`config.mk`:
```
export PLATFORM = sky130hd
export DESIGN_NAME = fifo_sram_prefetch
export DESIGN_NICKNAME = d
export VERILOG_FILES = /design/src/rtl/fifo_sram_prefetch.sv
export SDC_FILE = /design/constraint.sdc
export NUM_CORES = 1
export LEC_CHECK = 0
export ABC_AREA = 1
export CAP_MARGIN = 10
export CORE_UTILIZATION = 29
export CTS_CLUSTER_SIZE = 10
export DETAILED_ROUTE_END_ITERATION = 16
export SLEW_MARGIN = 15
export SYNTH_ARGS = -nofsm -noshare
export SYNTH_HDL_FRONTEND = slang
export SYNTH_SLANG_ARGS = --single-unit
```
`constraint.sdc`:
```
create_clock -name clk_i -period 7.7 [get_ports clk_i]
set_input_delay 2.31 -clock clk_i [delete_from_list [all_inputs] [get_ports clk_i]]
set_output_delay 2.31 -clock clk_i [all_outputs]
set_load 0.01 [all_outputs]
```
`src/rtl/fifo_sram_prefetch.sv`:
```
// First-word-fall-through FIFO built on a simple-dual-port SRAM model with
// configurable read latency. A small register prefetch buffer of
// READ_LATENCY+1 entries sits in front of the SRAM. It keeps data_o valid
// whenever empty_o is low and allows one pop every cycle without bubbles.
module fifo_sram_prefetch #(
    parameter int WIDTH           = 10,
    parameter int DEPTH           = 10,
    parameter int READ_LATENCY    = 1,
    parameter int ALMOST_FULL_THR = DEPTH - 2
) (
    input  logic                       clk_i,
    input  logic                       rst_i,
    input  logic                       wr_en_i,
    input  logic                       rd_en_i,
    input  logic [WIDTH-1:0]           data_i,
    output logic [WIDTH-1:0]           data_o,
    output logic                       empty_o,
    output logic                       full_o,
    output logic                       almost_full_o,
    output logic [$clog2(DEPTH+1)-1:0] count_o,
    output logic                       overflow_o,
    output logic                       underflow_o
);

    localparam int CW  = $clog2(DEPTH + 1);
    localparam int AW  = $clog2(DEPTH);
    localparam int PF  = READ_LATENCY + 1;
    localparam int PW  = $clog2(PF);
    localparam int PCW = $clog2(PF + 1);

    // SRAM array and its read-data pipeline
    logic [WIDTH-1:0]        mem [DEPTH];
    logic [WIDTH-1:0]        pipe_q [READ_LATENCY];
    logic [READ_LATENCY-1:0] vld_q;
    logic [AW-1:0]           wr_ptr;
    logic [AW-1:0]           rd_ptr;
    // Words committed to the SRAM and not yet issued for reading
    logic [CW-1:0]           sram_cnt;
    logic [CW-1:0]           count_q;

    // Prefetch register FIFO
    logic [WIDTH-1:0]        pf_mem [PF];
    logic [PW-1:0]           pf_head;
    logic [PW-1:0]           pf_tail;
    logic [PCW-1:0]          pf_cnt;

    logic                    wr_acc;
    logic                    rd_acc;
    logic                    issue;
    logic                    land;
    int                      occ;

    function automatic logic [AW-1:0] ptr_inc(input logic [AW-1:0] p);
        return (p == AW'(DEPTH - 1)) ? '0 : p + 1'b1;
    endfunction

    function automatic logic [PW-1:0] pf_inc(input logic [PW-1:0] p);
        return (p == PW'(PF - 1)) ? '0 : p + 1'b1;
    endfunction

    assign empty_o       = (pf_cnt == '0);
    assign data_o        = pf_mem[pf_head];
    assign count_o       = count_q;
    assign full_o        = (count_q == CW'(DEPTH));
    assign almost_full_o = (count_q >= CW'(ALMOST_FULL_THR));
    assign land          = vld_q[READ_LATENCY-1];

    // Accept decisions and SRAM read issue; only words committed at an earlier edge are eligible
    always_comb begin
        // NOTE: every output of a combinational block is assigned before any branch, so no latch can be inferred.
        rd_acc = 1'b0;
        wr_acc = 1'b0;
        issue  = 1'b0;
        occ    = 0;
        rd_acc = rd_en_i && !empty_o;
        wr_acc = wr_en_i && (!full_o || rd_acc);
        occ    = int'(pf_cnt) + $countones(vld_q) - int'(rd_acc);
        issue  = (sram_cnt != '0) && (occ < PF);
    end

    // Storage datapath: SRAM write, SRAM read pipeline and prefetch slots
    always_ff @(posedge clk_i) begin
        // NOTE: storage arrays carry no reset; the valid bits and pointers alone decide what is live.
        if (wr_acc) mem[wr_ptr] <= data_i;
        if (issue) pipe_q[0] <= mem[rd_ptr];
        for (int i = 1; i < READ_LATENCY; i++) pipe_q[i] <= pipe_q[i-1];
        if (land) pf_mem[pf_tail] <= pipe_q[READ_LATENCY-1];
    end

    // Control state: pointers, occupancies, in-flight valids and sticky flags
    always_ff @(posedge clk_i or posedge rst_i) begin
        // NOTE: state registers use non-blocking assignments so every register samples pre-edge values.
        if (rst_i) begin
            wr_ptr      <= '0;
            rd_ptr      <= '0;
            sram_cnt    <= '0;
            count_q     <= '0;
            vld_q       <= '0;
            pf_head     <= '0;
            pf_tail     <= '0;
            pf_cnt      <= '0;
            overflow_o  <= 1'b0;
            underflow_o <= 1'b0;
        end else begin
            if (wr_acc) wr_ptr <= ptr_inc(wr_ptr);
            if (issue)  rd_ptr <= ptr_inc(rd_ptr);
            sram_cnt <= sram_cnt + CW'(wr_acc) - CW'(issue);

            vld_q[0] <= issue;
            for (int i = 1; i < READ_LATENCY; i++) vld_q[i] <= vld_q[i-1];

            if (land)   pf_tail <= pf_inc(pf_tail);
            if (rd_acc) pf_head <= pf_inc(pf_head);
            pf_cnt <= pf_cnt + PCW'(land) - PCW'(rd_acc);

            case ({wr_acc, rd_acc})
                2'b10:   count_q <= count_q + 1'b1;
                2'b01:   count_q <= count_q - 1'b1;
                default: count_q <= count_q;
            endcase

            if (wr_en_i && !wr_acc) overflow_o  <= 1'b1;
            if (rd_en_i && !rd_acc) underflow_o <= 1'b1;
        end
    end

endmodule

```
## Word level (Yosys, flattened, before mapping)

Memories as Yosys holds them, arrays and structs flattened.
Index checks and enable logic that the tools add are counted.

- Logic and storage cells: 56
- Flip-flop bits (word level): 23
- Bits in writable memories: 130
- Output and inout bits: 19
- Memories kept: 3

- Add/subtract/negate cells: 12
- Reductions and logical operators: 13
- Multiplexer cells: 11
- Equality and inequality tests: 5
- $lt $le $gt $ge: 2

Memories:

| name | depth | width | read ports | clocked after Yosys merged registers in | write ports | line | RTL |
|---|---|---|---|---|---|---|---|
| mem | 10 | 10 | 1 | 0 | 1 | 32 | `logic [WIDTH-1:0] mem [DEPTH];` |
| pf_mem | 2 | 10 | 1 | 0 | 1 | 42 | `logic [WIDTH-1:0] pf_mem [PF];` |
| pipe_q | 1 | 10 | 1 | 0 | 1 | 33 | `logic [WIDTH-1:0] pipe_q [READ_LATENCY];` |

Operators with widths:

| cell | count |
|---|---|
| adder 4 x 1 -> 4 bit, second input constant | 3 |
| == test 4 bit, second input constant | 3 |
| 2-to-1 mux 1 bit | 8 |
| 2-to-1 mux 4 bit | 2 |
| one-hot mux 4 bit (2 select lines) | 1 |
| logical AND 1 bit | 5 |
| adder 4 x 1 -> 4 bit | 1 |
| >= comparator 4 bit, second input constant | 1 |
| logical NOT 1 bit | 4 |
| < comparator 4 x 3 -> 1 bit, second input constant | 1 |
| nonzero test 4 bit | 1 |
| subtractor 3 x 1 -> 4 bit | 1 |
| subtractor 4 x 1 -> 4 bit | 1 |
| subtractor 4 x 1 -> 4 bit, second input constant | 1 |
| adder 2 x 1 -> 3 bit | 1 |
| adder 1 bit, second input constant | 2 |
| adder 2 x 1 -> 2 bit | 1 |
| == test 2 x 1 -> 1 bit, second input constant | 1 |
| == test 2 bit, second input constant | 1 |
| logical NOT 2 bit | 1 |
| nonzero test 2 bit | 1 |
| subtractor 2 x 1 -> 2 bit | 1 |
| logical OR 1 bit | 1 |

## Longest topological paths before layout

Gate-level depths: netlist of the first run.

- Word-level depth: 8
- Depth in mapped cells: 13
- Gate-level depth less buffers: 13

## Least setup slack after synthesis of the first run

OpenSTA, ideal clock, no wires.

- Kind: input-to-reg
- Start point: input port rd_en_i
- End point: register sram_cnt[2]
- Arrival time: 4.928 ns
- Path slack: 2.649 ns
- Stages: 13
- Setup time: 0.123 ns
- Cells stage by stage: inv_1 > nor2_2 > ha_1 > inv_1 > ha_1 > fa_1 > a31oi_2 > ha_1 > inv_1 > ha_1 > inv_1 > fa_1 > xnor2_1

- Longest elaborated chain between the ends: 5
- Elaborated cells between the ends (all ways): 8
- Those cells by class: add/sub: 3; order compare: 1; reduce/logical: 4

RTL lines:

| element | line | RTL |
|---|---|---|
| from (decl) | 14 | `input logic rd_en_i,` |
| logical AND 1 bit | 75 | `rd_acc = rd_en_i && !empty_o;` |
| subtractor 3 x 1 -> 4 bit | 77 | `occ = int'(pf_cnt) + $countones(vld_q) - int'(rd_acc);` |
| < comparator 4 x 3 -> 1 bit | 78 | `issue = (sram_cnt != '0) && (occ < PF);` |
| logical AND 1 bit | 78 |  |
| via issue | 49 | `logic issue;` |
| subtractor 4 x 1 -> 4 bit | 107 | `sram_cnt <= sram_cnt + CW'(wr_acc) - CW'(issue);` |
| to (signal assigned) | 107 |  |
| to (decl) | 38 | `logic [CW-1:0] sram_cnt;` |

The timed path passes the listed nets, and every way through them passes these cells.
A chain may end at the register's enable or synchronous reset.

## Worst setup path after layout of the first run

Same ends and word-level chain as after synthesis.

==> results of run 1 <==
## registers in the layout, summed over array words and instances, names as in the netlist, 2 cells and up
| name | flops |
|---|---|
| count_o | 4 |
| mem | 100 |
| pf_cnt | 2 |
| pf_mem | 20 |
| pipe_q | 10 |
| rd_ptr | 4 |
| sram_cnt | 4 |
| wr_ptr | 4 |
## report_power, final
group	internal, uW	switching, uW	total [uW]
sequential	1160	124	1280
combinational	370	622	992
clock	475	315	789
## cell type report
| class | count | area (sq um) | area share (%) |
|---|---|---|---|
| Multi-Input combinational cell | 307 | 1600 | 21.3 |
| Timing Repair Buffer | 35 | 343 | 4.57 |
| Sequential cell | 153 | 4480 | 59.7 |
| Clock inverter | 12 | 126 | 1.69 |
| Inverter | 45 | 174 | 2.32 |
| Clock buffer | 20 | 437 | 5.82 |
| Tap cell | 275 | 344 | 4.59 |
## layer usage
metal | GRT usage, % | vias up | wire length (um)
li1 | - | 1868 | -
met1 | 14.5 | 1750 | 5620
met2 | 19.0 | 77 | 5810
met3 | 2.55 | 14 | 378
met4 | 4.70 | 0 | 212
met5 | 0 | - | 0
## cells in the mapped netlist, types with 2 or more instances
cell type,number,area (sq um)
dfrtp_1,23,576
nand3_2,3,30.0
o21ai_1,13,65.1
nand2_4,4,45.0
buf_2,6,30.0
nand3_1,36,180
edfxtp_1,130,3900
buf_6,7,78.8
xnor2_1,3,26.3
xor2_1,6,52.6
ha_1,9,113
nand2_1,70,263
fa_1,3,60.1
o21ai_0,36,180
inv_1,42,158
o211ai_1,8,60.1
a21oi_1,5,25.0
clkbuf_1,7,26.3
nor2_1,93,349
nand3b_1,2,15.0
inv_4,2,12.5
nand4_1,3,18.8
nor2_2,6,37.5
## logic make-up after synthesis
logic type / after synthesis / share of synthesized area [%]
buffers and inverters: 67 / 5.03
flip-flops: 153 / 70.0
AND/OR/NAND/NOR: 220 / 15.2
adder cells (fa/ha/maj): 12 / 2.70
XOR/XNOR: 9 / 1.23
AO/OA/AOI/OAI: 66 / 5.85
## final timing paths
| check | endpoint | slack, ps | depth (start not counted) |
|---|---|---|---|
| setup / recovery | sram_cnt[2]$_DFF_PP0_ | 2190 | 14 |
| hold / removal | pf_mem[1][7]$_DFFE_PP_ | 440 | 0 |
| setup reg to reg | sram_cnt[2]$_DFF_PP0_ | 4050 | 13 |
| hold reg to reg | pf_mem[1][7]$_DFFE_PP_ | 440 | 0 |
| max in group asynchronous | rd_ptr[0]$_DFFE_PP0P_ | 4670 | 2 |
| min in group asynchronous | count_o[1]$_DFFE_PP0P_ | 2400 | 2 |
## through the flow
| step | hold WS, ps | utilization, % |
|---|---|---|
| after CTS | 443 | 35.1 |
| after detailed placement | 430 | 32.5 |
| after global routing | 449 | 35.1 |
| final | 441 | 35.1 |
| after floorplan | 421 | - |
| after global placement | 425 | 32.5 |
==> impl_results.md, run 1 <==
- Number of gates resized after cts: 0
- Critical path fanouts, max: 18
- Slew Viols, Final: 0
- Via count: 3709
- Share of the clock period used by the worst path: between 70 and 80%
- Fin Setup TNS: 0 ps
- Root Driver: clkbuf_16
- Count of cell types in the netlist: 33
- Row count: 53
- Commonest non-fill, non-tap cell in the layout: edfxtp_1
- Ys Warns: 0
- Clock transition at the registers of the reported paths: about 60 ps
- GRT Total Usage: 11.5%
- Antenna violations before repair: 0
- Vias in the first global route: 3533
- Syn_nets: 553
- Area grow syn2layout: 17.3%
- CP endpoint kind: flip-flop
- Pin count of the biggest net entering global routing: 66
- Final Hold Viols: 0
- Gr ovfl total: 0
- Slowest CP cell: a31oi_2
- Sequential element share of the synthesized area: between 70% and 80%
- Kind of critical path: input pin to flip-flop
- Syn Area/Cell: roughly 12 sq um
- Clock Latency Late Sink: 420 ps
- Cts hold-fix bufs: 0
- Worst EP arrival: 5810 ps
- Commonest non-fill, non-tap cells in the layout: edfxtp_1 (130), nor2_1 (93), nand2_1 (70), inv_1 (42)
- EDFF count, synth: 130
- Overall power: 3060 uW
- Clock Sinks: 153
- Async S/R FF share, synth: 15.0%
- Placer Congestion: 0.753
- Via-to-Cell Ratio: 4.38
- Outcome: finished, final reports clean
- Worst Slack Setup Final: 2190 ps
- Drc violations: 0
- Leakage: between 0.002 and 0.003 uW
- Nets: 585
- Drt pass-1 iters: 4
- # setup viols final: 0
- Critical Path Start: rd_en_i
- Design area: around 7500 sq um
- RSZ-0062 raised after global routing: no
- Top Family by Delay on Critical Path: adder cells
- CTS buffer count: 17
- Die area: 22700 sq um
- Reg-to-reg startpoint: pf_cnt[1]$_DFF_PP0_
- Setup Skew: 10.3 ps
- Crit-path cells: clkdlybuf4s50_1 > inv_1 > nor2_2 > ha_1 > inv_1 > ha_1 > fa_1 > a31oi_2 > ha_1 > inv_1 > ha_1 > inv_1 > fa_1 > xnor2_1
- Cell Pwr Density: between 400 and 500 nW/um^2
- Max Root-Sink Buffers: 2
- Area after DPL: 6940 sq um
- CTS tree: built
- Cells after Synth: 527
- Worst Tran Pin Value: 1240 ps
- Hold crit path type: flip-flop to flip-flop
- Worst relative slew slack: 16.8%
- Post-route insts no fill: 847
- Initial drt markers: 263
- H-tree Lvls: 4
- Post-CTS Setup Inserts: 0
- First-pass GRT wire length: 19100 um
- Slowest stage delay, CP: 790 ps
- Top FF cell, synth: edfxtp_1
- Worst setup SP type: input pin
- Core area: 21400 sq um
- Die Height: 151 um
- FILL cells: 2056
- Initial Util: 30.0%
- IO Port Bufs: 32
- Remaining antenna violation count: 0
- I/O pin total: 33
- Setup WS pre-CTS: 1740 ps
- WL per Instance: 14.2 um
- Worst Path Required: 8000 ps
- Yosys reg bits: 153
- Layout cells sized above 1: 8.92%
- Fmax: approximately 180 MHz
- VDD IR max: roughly 0.18 mV
- Ant. Diodes: 0
- Worst Path Buf+Inv: 5
- DP HPWL: 7280 um
- Min Tclk post-route: 5510 ps
- Post-Place Cells: 815
- Hold Crit Start: pipe_q[0][7]$_DFFE_PP_
- Mapped cell area: 6400 sq um
- Maxcap violations: 0
- Die Width: roughly 150 um
- Final WL: 12000 um
Power figures use the tool's default switching activity.
==> inputs of run 2 (changes only) <==
- clock period: 7.7 -> 5.54 ns (I/O delays scaled with it)
==> run 2 against run 1 <==
Net effect:
- die area unchanged
- routed wire length decreased by 3.0%
- via count decreased by 1.6%
- worst hold slack improved by 1.1 ps
- power increased by 40%
- largest cell class unchanged
- largest power group unchanged
==> impl_results.md, run 2 (synthesis gave the netlist of run 1 again) <==
- Clock Sinks: 153 (unchanged)
- Cts hold-fix bufs: 0 (unchanged)
- Outcome: finished, final reports clean
- Area after DPL: 6960 sq um (+0.32%)
- Met1 WL: 5190 um (-7.6%)
- DP HPWL: 7000 um (-3.8%)
- Nets: 588 (+0.51%)
- Min Tclk post-route: 4090 ps
- Die Height: 151 um (unchanged)
- Critical path fanouts, max: 3 (-15)
- Fin Setup TNS: 0 ps (unchanged)
- Core area: 21400 sq um (unchanged)
- GRT Total Usage: 11.3% (-0.18 points)
- Hold crit path type: flip-flop to flip-flop
- Drc violations: 0 (unchanged)
- Setup Skew: 13.7 ps (+3.36 ps)
- Kind of critical path: input pin to flip-flop
- Final Hold Viols: 0 (unchanged)
- Leakage: 0.00283 uW (+0.87%)
- Slowest CP cell: clkdlybuf4s50_1
- Top Family by Delay on Critical Path: adder cells
- Slew Viols, Final: 0 (unchanged)
- First-pass GRT wire length: 18800 um (-1.5%)
- Worst Tran Pin Value: 1050 ps (-193 ps)
- Commonest non-fill, non-tap cells in the layout: edfxtp_1 (130), nor2_1 (93), nand2_1 (70), inv_1 (42)
- Commonest non-fill, non-tap cell in the layout: edfxtp_1
- Initial Util: 30.0% (unchanged)
- Die area: 22700 sq um (unchanged)
- VDD IR max: 0.233 mV (+32%)
- Regs by FF count: mem (100), pf_mem (20), pipe_q (10)
- CTS buffer count: 17 (unchanged)
- Worst Path Required: 5840 ps (-2160 ps)
- Layout cells sized above 1: 9.41% (+0.49 points)
- Largest Register: mem
- RSZ-0062 raised after global routing: no
- Cell Pwr Density: 568 nW/um^2 (+39%)
- Clock Latency Late Sink: 420 ps (about the same)
- Met3 Routed Length: 742 um (+96%)
- Final WL: 11700 um (-3.0%)
- Worst Path Buf+Inv: 5 (unchanged)
- Row count: 53 (unchanged)
- Remaining antenna violation count: 0 (unchanged)
- Die Width: 151 um (unchanged)
- # setup viols final: 0 (unchanged)
- Worst setup SP type: input pin
- Vias in the first global route: 3463 (-2.0%)
- CP endpoint kind: flip-flop
- Fmax: between 200 and 250 MHz
- Pin count of the biggest net entering global routing: 66 (unchanged)
- WL per Instance: 13.7 um (-3.2%)
- Design area: 7540 sq um (+0.58%)
- Initial drt markers: 309 (+17%)
- Crit-path cells: clkdlybuf4s50_1 > inv_1 > nor2_2 > ha_1 > inv_1 > ha_1 > fa_1 > a31oi_2 > ha_1 > inv_1 > ha_1 > inv_1 > fa_1 > xnor2_1
- Drt pass-1 iters: 5 (+1)
- Via count: 3649 (-1.6%)
- Max Root-Sink Buffers: 2 (unchanged)
- Max reg flops: 100 (unchanged)
- Antenna violations before repair: 0 (unchanged)
- Top routing layer in use: met4
- IO Port Bufs: 32 (unchanged)
- Ant. Diodes: 0 (unchanged)
- Number of gates resized after cts: 0 (unchanged)
- Worst EP arrival: 4390 ps (-1420 ps)
- Placer Congestion: 0.768 (+2.0%)
- H-tree Lvls: 4 (unchanged)
- Met2 WL: 5610 um (-3.5%)
- Via-to-Cell Ratio: 4.30 (-1.8%)
- I/O pin total: 33 (unchanged)
- Post-CTS Setup Inserts: 0 (unchanged)
- Gr ovfl total: 0 (unchanged)
- Worst relative slew slack: 29.7% (+13 points)
- CTS tree: built
- Root Driver: clkbuf_16
- Slowest stage delay, CP: 550 ps (-240 ps)
- Area grow syn2layout: 17.9%
- Maxcap violations: 0 (unchanged)
- Clock transition at the registers of the reported paths: 60 ps (about the same)
- Tightest hold margin: 442 ps (+1.12 ps)
- Share of the clock period used by the worst path: between 70% and 80%
## run 2: final timing paths
path	start	to	slack, ps	depth (start not counted)
setup / recovery	rd_en_i	sram_cnt[2]$_DFF_PP0_	1450	14
min in group asynchronous	rst_i	count_o[3]$_DFFE_PP0P_	1740	2
hold reg to reg	pipe_q[0][6]$_DFFE_PP_	pf_mem[1][6]$_DFFE_PP_	440	0
setup reg to reg	pf_cnt[1]$_DFF_PP0_	sram_cnt[2]$_DFF_PP0_	2650	13
hold / removal	pipe_q[0][6]$_DFFE_PP_	pf_mem[1][6]$_DFFE_PP_	440	0
max in group asynchronous	rst_i	rd_ptr[0]$_DFFE_PP0P_	3200	2
## run 2: area by class of cell
cell class,instances,area (sq um)
fillers,2040,13800
well taps,275,344
multi-input cells,307,1600
clock inverters,10,144
flip-flops and latches,153,4480
repair buffers,38,365
inverters,45,174
clock buffers,21,440
## run 2: report_power, final
group,total (uW),internal (uW),switching [uW],leakage (uW)
clock,1140,708,432,0.000274
combinational,1370,524,847,0.00110
sequential,1780,1610,169,0.00146
total,4290,2840,1450,0.00283
## run 2: worst reg2reg max path, stage by stage, from the launching register on
cell and delay [ps]:
dfrtp_1 450, nor2_2 190, nor2_2 80, ha_1 270, inv_1 40, ha_1 180
fa_1 370, a31oi_2 180, ha_1 250, inv_1 50, ha_1 150, inv_1 60
fa_1 370, xnor2_1 130
## run 2: metrics by stage
step / worst slack, ps / util (%) / total power [uW] / instances
6_report: 1450 / 35.3 / 4290 / 849
5_1_grt: 1250 / 35.3 / 4600 / 849
3_3_place_gp: 1040 / 32.6 / 3170 / 818
2_1_floorplan: 1140 / - / 2760 / 527
3_5_place_dp: 998 / 32.6 / 3190 / 818
4_1_cts: 1440 / 35.3 / 4340 / 849
## run 2: routing by layer
layer  global-route usage [%]  up-vias
met4                     4.70        0
met5                        0        -
met1                     14.6     1685
met2                     18.1       86
met3                     2.79        6
li1                         -     1872
